`src/rtl/clock_divider_multi.sv`:
```
// Multi-channel programmable clock divider with glitch-free, wrap-aligned divisor updates.
// Optional `SYNC_EN adds a sync_clr input that restarts every channel in phase.
module clock_divider_multi #(
  parameter int NUM_CH      = 4,
  parameter int CNT_W       = 32,
  parameter int DEFAULT_DIV = 25000,
  localparam int CH_W       = (NUM_CH > 1) ? $clog2(NUM_CH) : 1
) (
  input  logic              clk,
  input  logic              rst,
  input  logic [NUM_CH-1:0] ch_en,
  input  logic              cfg_we,
  input  logic [CH_W-1:0]   cfg_ch,
  input  logic [CNT_W-1:0]  cfg_div,
`ifdef SYNC_EN
  input  logic              sync_clr,
`endif
  output logic [NUM_CH-1:0] clk_div,
  output logic [NUM_CH-1:0] tick,
  output logic [NUM_CH-1:0] pending
);

  localparam logic [CNT_W-1:0] DIV_RST = CNT_W'(DEFAULT_DIV);

  for (genvar c = 0; c < NUM_CH; c++) begin : g_ch
    logic [CNT_W-1:0] count;
    logic [CNT_W-1:0] div_active;
    logic [CNT_W-1:0] shadow;
    logic             clk_q;
    logic             tick_q;
    logic             pend_q;
    logic             wr;
    logic             running;
    logic             wrap;

    // Out-of-range channel numbers never match, so such writes are dropped.
    assign wr      = cfg_we && (cfg_ch == CH_W'(c));
    assign running = ch_en[c] && (div_active != '0);
    assign wrap    = (count == div_active - CNT_W'(1));

    // NOTE: every register here is updated with <= so all channels see the
    // same pre-edge values regardless of statement order.
    always_ff @(posedge clk) begin
      if (!rst) begin
        count      <= '0;
        div_active <= DIV_RST;
        shadow     <= DIV_RST;
        clk_q      <= 1'b0;
        tick_q     <= 1'b0;
        pend_q     <= 1'b0;
      end
`ifdef SYNC_EN
      else if (sync_clr) begin
        count  <= '0;
        clk_q  <= 1'b0;
        tick_q <= 1'b0;
        pend_q <= 1'b0;
        if (wr)          div_active <= cfg_div;
        else if (pend_q) div_active <= shadow;
      end
`endif
      else begin
        tick_q <= 1'b0;
        if (wr && !running) begin
          // An idle channel has no phase to protect, so take the value at once.
          div_active <= cfg_div;
          count      <= '0;
          pend_q     <= 1'b0;
        end else begin
          if (running) begin
            if (wrap) begin
              count  <= '0;
              clk_q  <= ~clk_q;
              tick_q <= 1'b1;
              if (pend_q) begin
                div_active <= shadow;
                pend_q     <= 1'b0;
              end
            end else begin
              count <= count + CNT_W'(1);
            end
          end else if (div_active == '0) begin
            count <= '0;
          end
          // A write on the wrap edge lands after the old shadow was consumed.
          if (wr) begin
            shadow <= cfg_div;
            pend_q <= 1'b1;
          end
        end
      end
    end

    assign clk_div[c] = clk_q;
    assign tick[c]    = tick_q;
    assign pending[c] = pend_q;
  end

endmodule

```
`config.mk`:
```
export PLATFORM = sky130hd
export DESIGN_NAME = clock_divider_multi
export DESIGN_NICKNAME = d
export VERILOG_FILES = /design/src/rtl/clock_divider_multi.sv
export SDC_FILE = /design/constraint.sdc
export NUM_CORES = 1
export LEC_CHECK = 0
export ABC_AREA = 1
export ABC_CLOCK_PERIOD_IN_PS = 3200
export BUFFER_PORTS_ARGS = -buffer_cell sky130_fd_sc_hd__buf_2
export CAP_MARGIN = 20
export CORE_MARGIN = 3
export CORE_UTILIZATION = 50
export CTS_CLUSTER_SIZE = 12
export DETAILED_ROUTE_END_ITERATION = 10
export PLACE_DENSITY_LB_ADDON = 0.08
export SYNTH_ARGS = -nofsm -noshare
export SYNTH_HDL_FRONTEND = slang
export SYNTH_SLANG_ARGS = --single-unit
```
`constraint.sdc`:
```
create_clock -name clk -period 3.2 [get_ports clk]
set_input_delay 0 -clock clk [delete_from_list [all_inputs] [get_ports clk]]
set_output_delay 0 -clock clk [all_outputs]
set_load 0.02 [all_outputs]
```
==> flow_summary.html <==
<table>
<tr><th>Metric</th><th>Value</th></tr>
<tr><th colspan="2">Clock network</th></tr>
<tr><td>Deepest level of the CTS H-tree</td><td>2</td></tr>
<tr><td>Root buffer selected by CTS</td><td>clkbuf_16</td></tr>
<tr><td>Count of clock tree sinks</td><td>396</td></tr>
<tr><td>Buffers inserted by post-CTS timing repair</td><td>0</td></tr>
<tr><td>Number of buffers added by the clock tree synthesis step</td><td>45</td></tr>
<tr><td>CTS tree</td><td>built</td></tr>
<tr><td>Maximum number of buffers from clock root to sink</td><td>3</td></tr>
<tr><td>Resized Gates After CTS</td><td>0</td></tr>
<tr><td>Clk Latency, worst-skew pair</td><td>0.58 ns</td></tr>
<tr><td>Clock transition at the registers of the reported paths</td><td>0.06 ns</td></tr>
<tr><th colspan="2">Synth</th></tr>
<tr><td>Fraction of synthesized area in multiplexers</td><td>0%</td></tr>
<tr><td>Dominant combinational cell family by area after synthesis</td><td>simple AND/OR/NAND/NOR gates</td></tr>
<tr><td>Average size of a mapped cell</td><td>6.17 um^2</td></tr>
<tr><td>Gate count after technology mapping</td><td>4,163</td></tr>
<tr><td>Number of flip-flops and latches in the synthesized netlist</td><td>396</td></tr>
<tr><td>Xor and xnor area share after synthesis</td><td>7.81%</td></tr>
<tr><td>Complex-gate fraction of the synthesized area</td><td>12.8%</td></tr>
<tr><td>Post-synthesis async set-or-reset flop share</td><td>0%</td></tr>
<tr><td>Simple-gate share of the synthesized area</td><td>37.7%</td></tr>
<tr><td>Synth Area in Adders</td><td>0.584%</td></tr>
<tr><td>Number of library cell types mapped by synthesis</td><td>44</td></tr>
<tr><td>Sequential element share of the synthesized area</td><td>30.9%</td></tr>
<tr><td>Predominant post-synthesis flop cell</td><td>dfxtp_1</td></tr>
<tr><td>Warnings from Yosys</td><td>0</td></tr>
<tr><td>Total standard cell area after synthesis</td><td>25,700 um^2</td></tr>
<tr><td>EDFF count, synth</td><td>0</td></tr>
<tr><td>Net count after synthesis</td><td>4,216</td></tr>
<tr><th colspan="2">Hold path</th></tr>
<tr><td>Class of the most critical hold timing path</td><td>in -&gt; reg</td></tr>
<tr><th colspan="2">STA</th></tr>
<tr><td>Setup violations, final</td><td>0</td></tr>
<tr><td>Post-route clock period utilization</td><td>91.0%</td></tr>
<tr><td>Final Critical Period</td><td>2.91 ns</td></tr>
<tr><td>Remaining max-slew budget at the tightest pin</td><td>41.4%</td></tr>
<tr><td>Unrepaired setup endpoints after global routing</td><td>no</td></tr>
<tr><td>Total Negative Setup Slacks</td><td>0 ns</td></tr>
<tr><td>Highest clock frequency the design can meet</td><td>0.343 GHz</td></tr>
<tr><td>Final number of hold-violating endpoints</td><td>0</td></tr>
<tr><td>Max-slew violation count</td><td>0</td></tr>
<tr><td>Layout Skew</td><td>0.0107 ns</td></tr>
<tr><td>Minimum setup slack in the final design</td><td>0.288 ns</td></tr>
<tr><td>Worst slew pin tran</td><td>0.879 ns</td></tr>
<tr><td>Min Hold Slack</td><td>0.368 ns</td></tr>
<tr><th colspan="2">GRT</th></tr>
<tr><td>Pin count of the biggest net entering global routing</td><td>193</td></tr>
<tr><td>Vias in the first global route</td><td>22.7k</td></tr>
<tr><td>Global-route wire length before repair</td><td>120,000 um</td></tr>
<tr><td>Total overflow reported by the global router</td><td>0</td></tr>
<tr><td>Number of antenna violations at the first check in global routing</td><td>0</td></tr>
<tr><td>Total global routing track utilization</td><td>26.9%</td></tr>
<tr><th colspan="2">Run</th></tr>
<tr><td>Max-cap violations</td><td>0</td></tr>
<tr><th colspan="2">Place</th></tr>
<tr><td>PortBufs</td><td>52</td></tr>
<tr><td>Placement Setup Slack</td><td>0.350 ns</td></tr>
<tr><td>Detailed placement HPWL</td><td>52,900 um</td></tr>
<tr><td>Routability cong.</td><td>0.946</td></tr>
<tr><th colspan="2">Setup path</th></tr>
<tr><td>Type of element capturing the critical path</td><td>register</td></tr>
<tr><td>Startpoint class of the critical path</td><td>register</td></tr>
<tr><td>Worst setup path category</td><td>reg -&gt; reg</td></tr>
<tr><td>Required time at the worst-slack endpoint</td><td>3.67 ns</td></tr>
<tr><td>Data arrival at the endpoint of the critical path</td><td>3.38 ns</td></tr>
<tr><td>Cell breakdown of the critical path</td><td>inv_1, ha_1, nand2_1, nor2_1, nand2_1, o21ai_1, nand2_1, nand2_1, nand3_1, nor2_1, nand2_1, nor2_4, nand3_2, buf_4, a21oi_1, nor2_1</td></tr>
<tr><td>Critical path's most frequent cell</td><td>nand2_1</td></tr>
<tr><td>Maximum fanout count along the critical path</td><td>41</td></tr>
<tr><td>Slowest stage cell on the critical path</td><td>dfxtp_1</td></tr>
<tr><td>Largest incremental delay on the critical path</td><td>0.31 ns</td></tr>
<tr><th colspan="2">Floorplan</th></tr>
<tr><td>Number of top-level design ports</td><td>53</td></tr>
<tr><td>Die extent in y</td><td>233 um</td></tr>
<tr><td>Core box area</td><td>50,500 um^2</td></tr>
<tr><td>Total die area</td><td>54,100 um^2</td></tr>
<tr><td>Core Rows</td><td>82</td></tr>
<tr><td>Starting utilization of the core area</td><td>50.9%</td></tr>
<tr><td>Die X</td><td>233 um</td></tr>
<tr><th colspan="2">Route</th></tr>
<tr><td>Drt initial violations</td><td>1,660</td></tr>
<tr><td>Total iterations of the first detailed-routing run</td><td>5</td></tr>
<tr><td>Count of antenna-violating nets left after detailed routing</td><td>0</td></tr>
<tr><td>Detailed-route vias per instance</td><td>5.17</td></tr>
<tr><td>Wire length reported by the detailed router</td><td>73,600 um</td></tr>
<tr><td>DRC violation count after routing</td><td>0</td></tr>
<tr><td>Vias</td><td>25.0k</td></tr>
<tr><td>Final routed wire length divided by cell count</td><td>15.2 um</td></tr>
<tr><th colspan="2">Cells and area</th></tr>
<tr><td>Final-stage net count</td><td>4,181</td></tr>
<tr><td>Ratio of cells with drive above 1 in the final layout</td><td>5.96%</td></tr>
<tr><td>Area growth from synthesis to layout</td><td>9.66%</td></tr>
<tr><td>Final antenna diode count</td><td>0</td></tr>
<tr><th colspan="2">Power and ir drop</th></tr>
<tr><td>Leakage component of the power</td><td>12.1 nW</td></tr>
<tr><td>Power density over cell area</td><td>408 nW/um^2</td></tr>
<tr><td>VDD IR max</td><td>361 uV</td></tr>
<tr><th colspan="2">Run status</th></tr>
<tr><td>Run status</td><td>completed</td></tr>
</table>
-- cell usage after synthesis (3+ instances only) --
master    instances  area, um^2
a21oi_1         328        1640
a21oi_2           4        35.0
nor2_2           17         106
buf_6             7        78.8
nor2_1          526        1970
and3_1            3        18.8
nand3_1         338        1690
nand2_2          14        87.6
o21bai_1          7        52.6
ha_1             12         150
nor2_4           11         124
nand3b_1         96         721
buf_4            15         113
inv_2            14        52.6
xor2_1          152        1330
o21ai_1          14        70.1
clkbuf_1        145         544
clkinv_1          3        11.3
nand3_2           6        60.1
nand2_1        1065        4000
buf_2            25         125
or2_2             3        18.8
dfxtp_1         396        7930
nand4_1          55         344
xnor2_1          72         631
o211ai_1         24         180
nor2b_1           3        18.8
a31oi_1           4        25.0
inv_1           424        1590
nor3_1           62         310
nor4_1           16         100
o21ai_0         254        1270
buf_1            33         124
-- stage by stage --
stage               utilization [%]  cells  area [um^2]  power (mW)
detailed placement             52.2   4712        26300        6.42
CTS                            55.8   4833        28200        11.6
global route                   55.8   4833        28200        12.0
floorplan                         -   4163        25700        6.06
global placement               52.2   4712        26300        6.42
finish                         55.8   4833        28200        11.5
-- layout make-up --
type / instances / area, um^2
fillers: 5261 / 22300
multi-input cells: 3101 / 15200
flip-flops and latches: 396 / 7930
inverters: 441 / 1660
clock buffers: 67 / 1320
repair buffers: 143 / 1160
well taps: 672 / 841
clock inverters: 13 / 115
-- per-layer routing --
layer / routed length, um / vias up / track usage (%)
met4: 2090 / 0 / 8.10
met2: 32100 / 539 / 42.5
met5: 0 / - / 0
li1: - / 13200 / -
met3: 3480 / 123 / 3.42
met1: 35900 / 11100 / 38.2
-- sequential cells by signal (all words and copies together), names as in the netlist --
register,count
g_ch.clk_q,4
g_ch.count,128
g_ch.div_active,128
g_ch.pend_q,4
g_ch.shadow,128
g_ch.tick_q,4
-- where the power goes --
group	internal, mW	switching (mW)	leakage [nW]
sequential	5.06	0.111	3.21
combinational	0.404	0.789	8.15
clock	2.99	2.15	0.718
total	8.45	3.05	12.1
-- cells in the final DEF (no fill, tap or decap), types with 3 or more instances in the layout --
cell,n
xnor2_1,72
nor2_4,14
buf_12,9
clkinv_2,11
nand4_1,55
or2_2,3
nand3b_1,96
dlygate4sd3_1,41
clkinv_1,3
xor2_1,152
nand3_1,338
clkbuf_1,11
dfxtp_1,396
o21ai_0,254
nor2b_2,3
inv_1,424
nand2_1,1065
nor2_1,526
o211ai_1,24
clkbuf_8,11
inv_2,14
nor3_1,62
ha_1,12
buf_4,41
nor2_2,14
and3_1,3
nand3_2,6
o21ai_1,14
buf_2,51
a21oi_1,327
a31oi_1,4
nand2_2,14
o21bai_1,7
a21oi_2,5
nor4_1,16
clkbuf_16,45
-- worst paths after layout --
kind | cells past startpoint | end | startpoint | slack (ns)
worst max-delay path | 16 | g_ch[3].div_active[30] | g_ch[3].div_active[0] | 0.29
worst min-delay path | 4 | g_ch[1].shadow[16] | cfg_div[16] | 0.37
worst max register to register | 16 | g_ch[3].div_active[30] | g_ch[3].div_active[0] | 0.29
worst min register to register | 2 | g_ch[0].shadow[9] | g_ch[0].shadow[9] | 0.45
-- what timing repair did --
item / in CTS / in global routing
hold buffers: 41 / 0
endpoints found under the hold margin: 305 / 0
endpoints found under the setup margin: 0 / 0
-- kinds of logic after synthesis --
family / Yosys count
flops: 396
simple gates: 2226
xor+xnor: 226
compound gates: 637
fa+ha+maj: 12
buf+inv: 666
-- critical path, delay by kind of cell (launching register included) --
kind | cells | cell delay, ns
buffers and inverters | 2 | 0.46
AND/OR/NAND/NOR | 11 | 1.30
flip-flops | 1 | 0.31
adder cells (fa/ha/maj) | 1 | 0.25
AO/OA/AOI/OAI | 2 | 0.47
No activity file was read; power rests on OpenSTA's default activity.
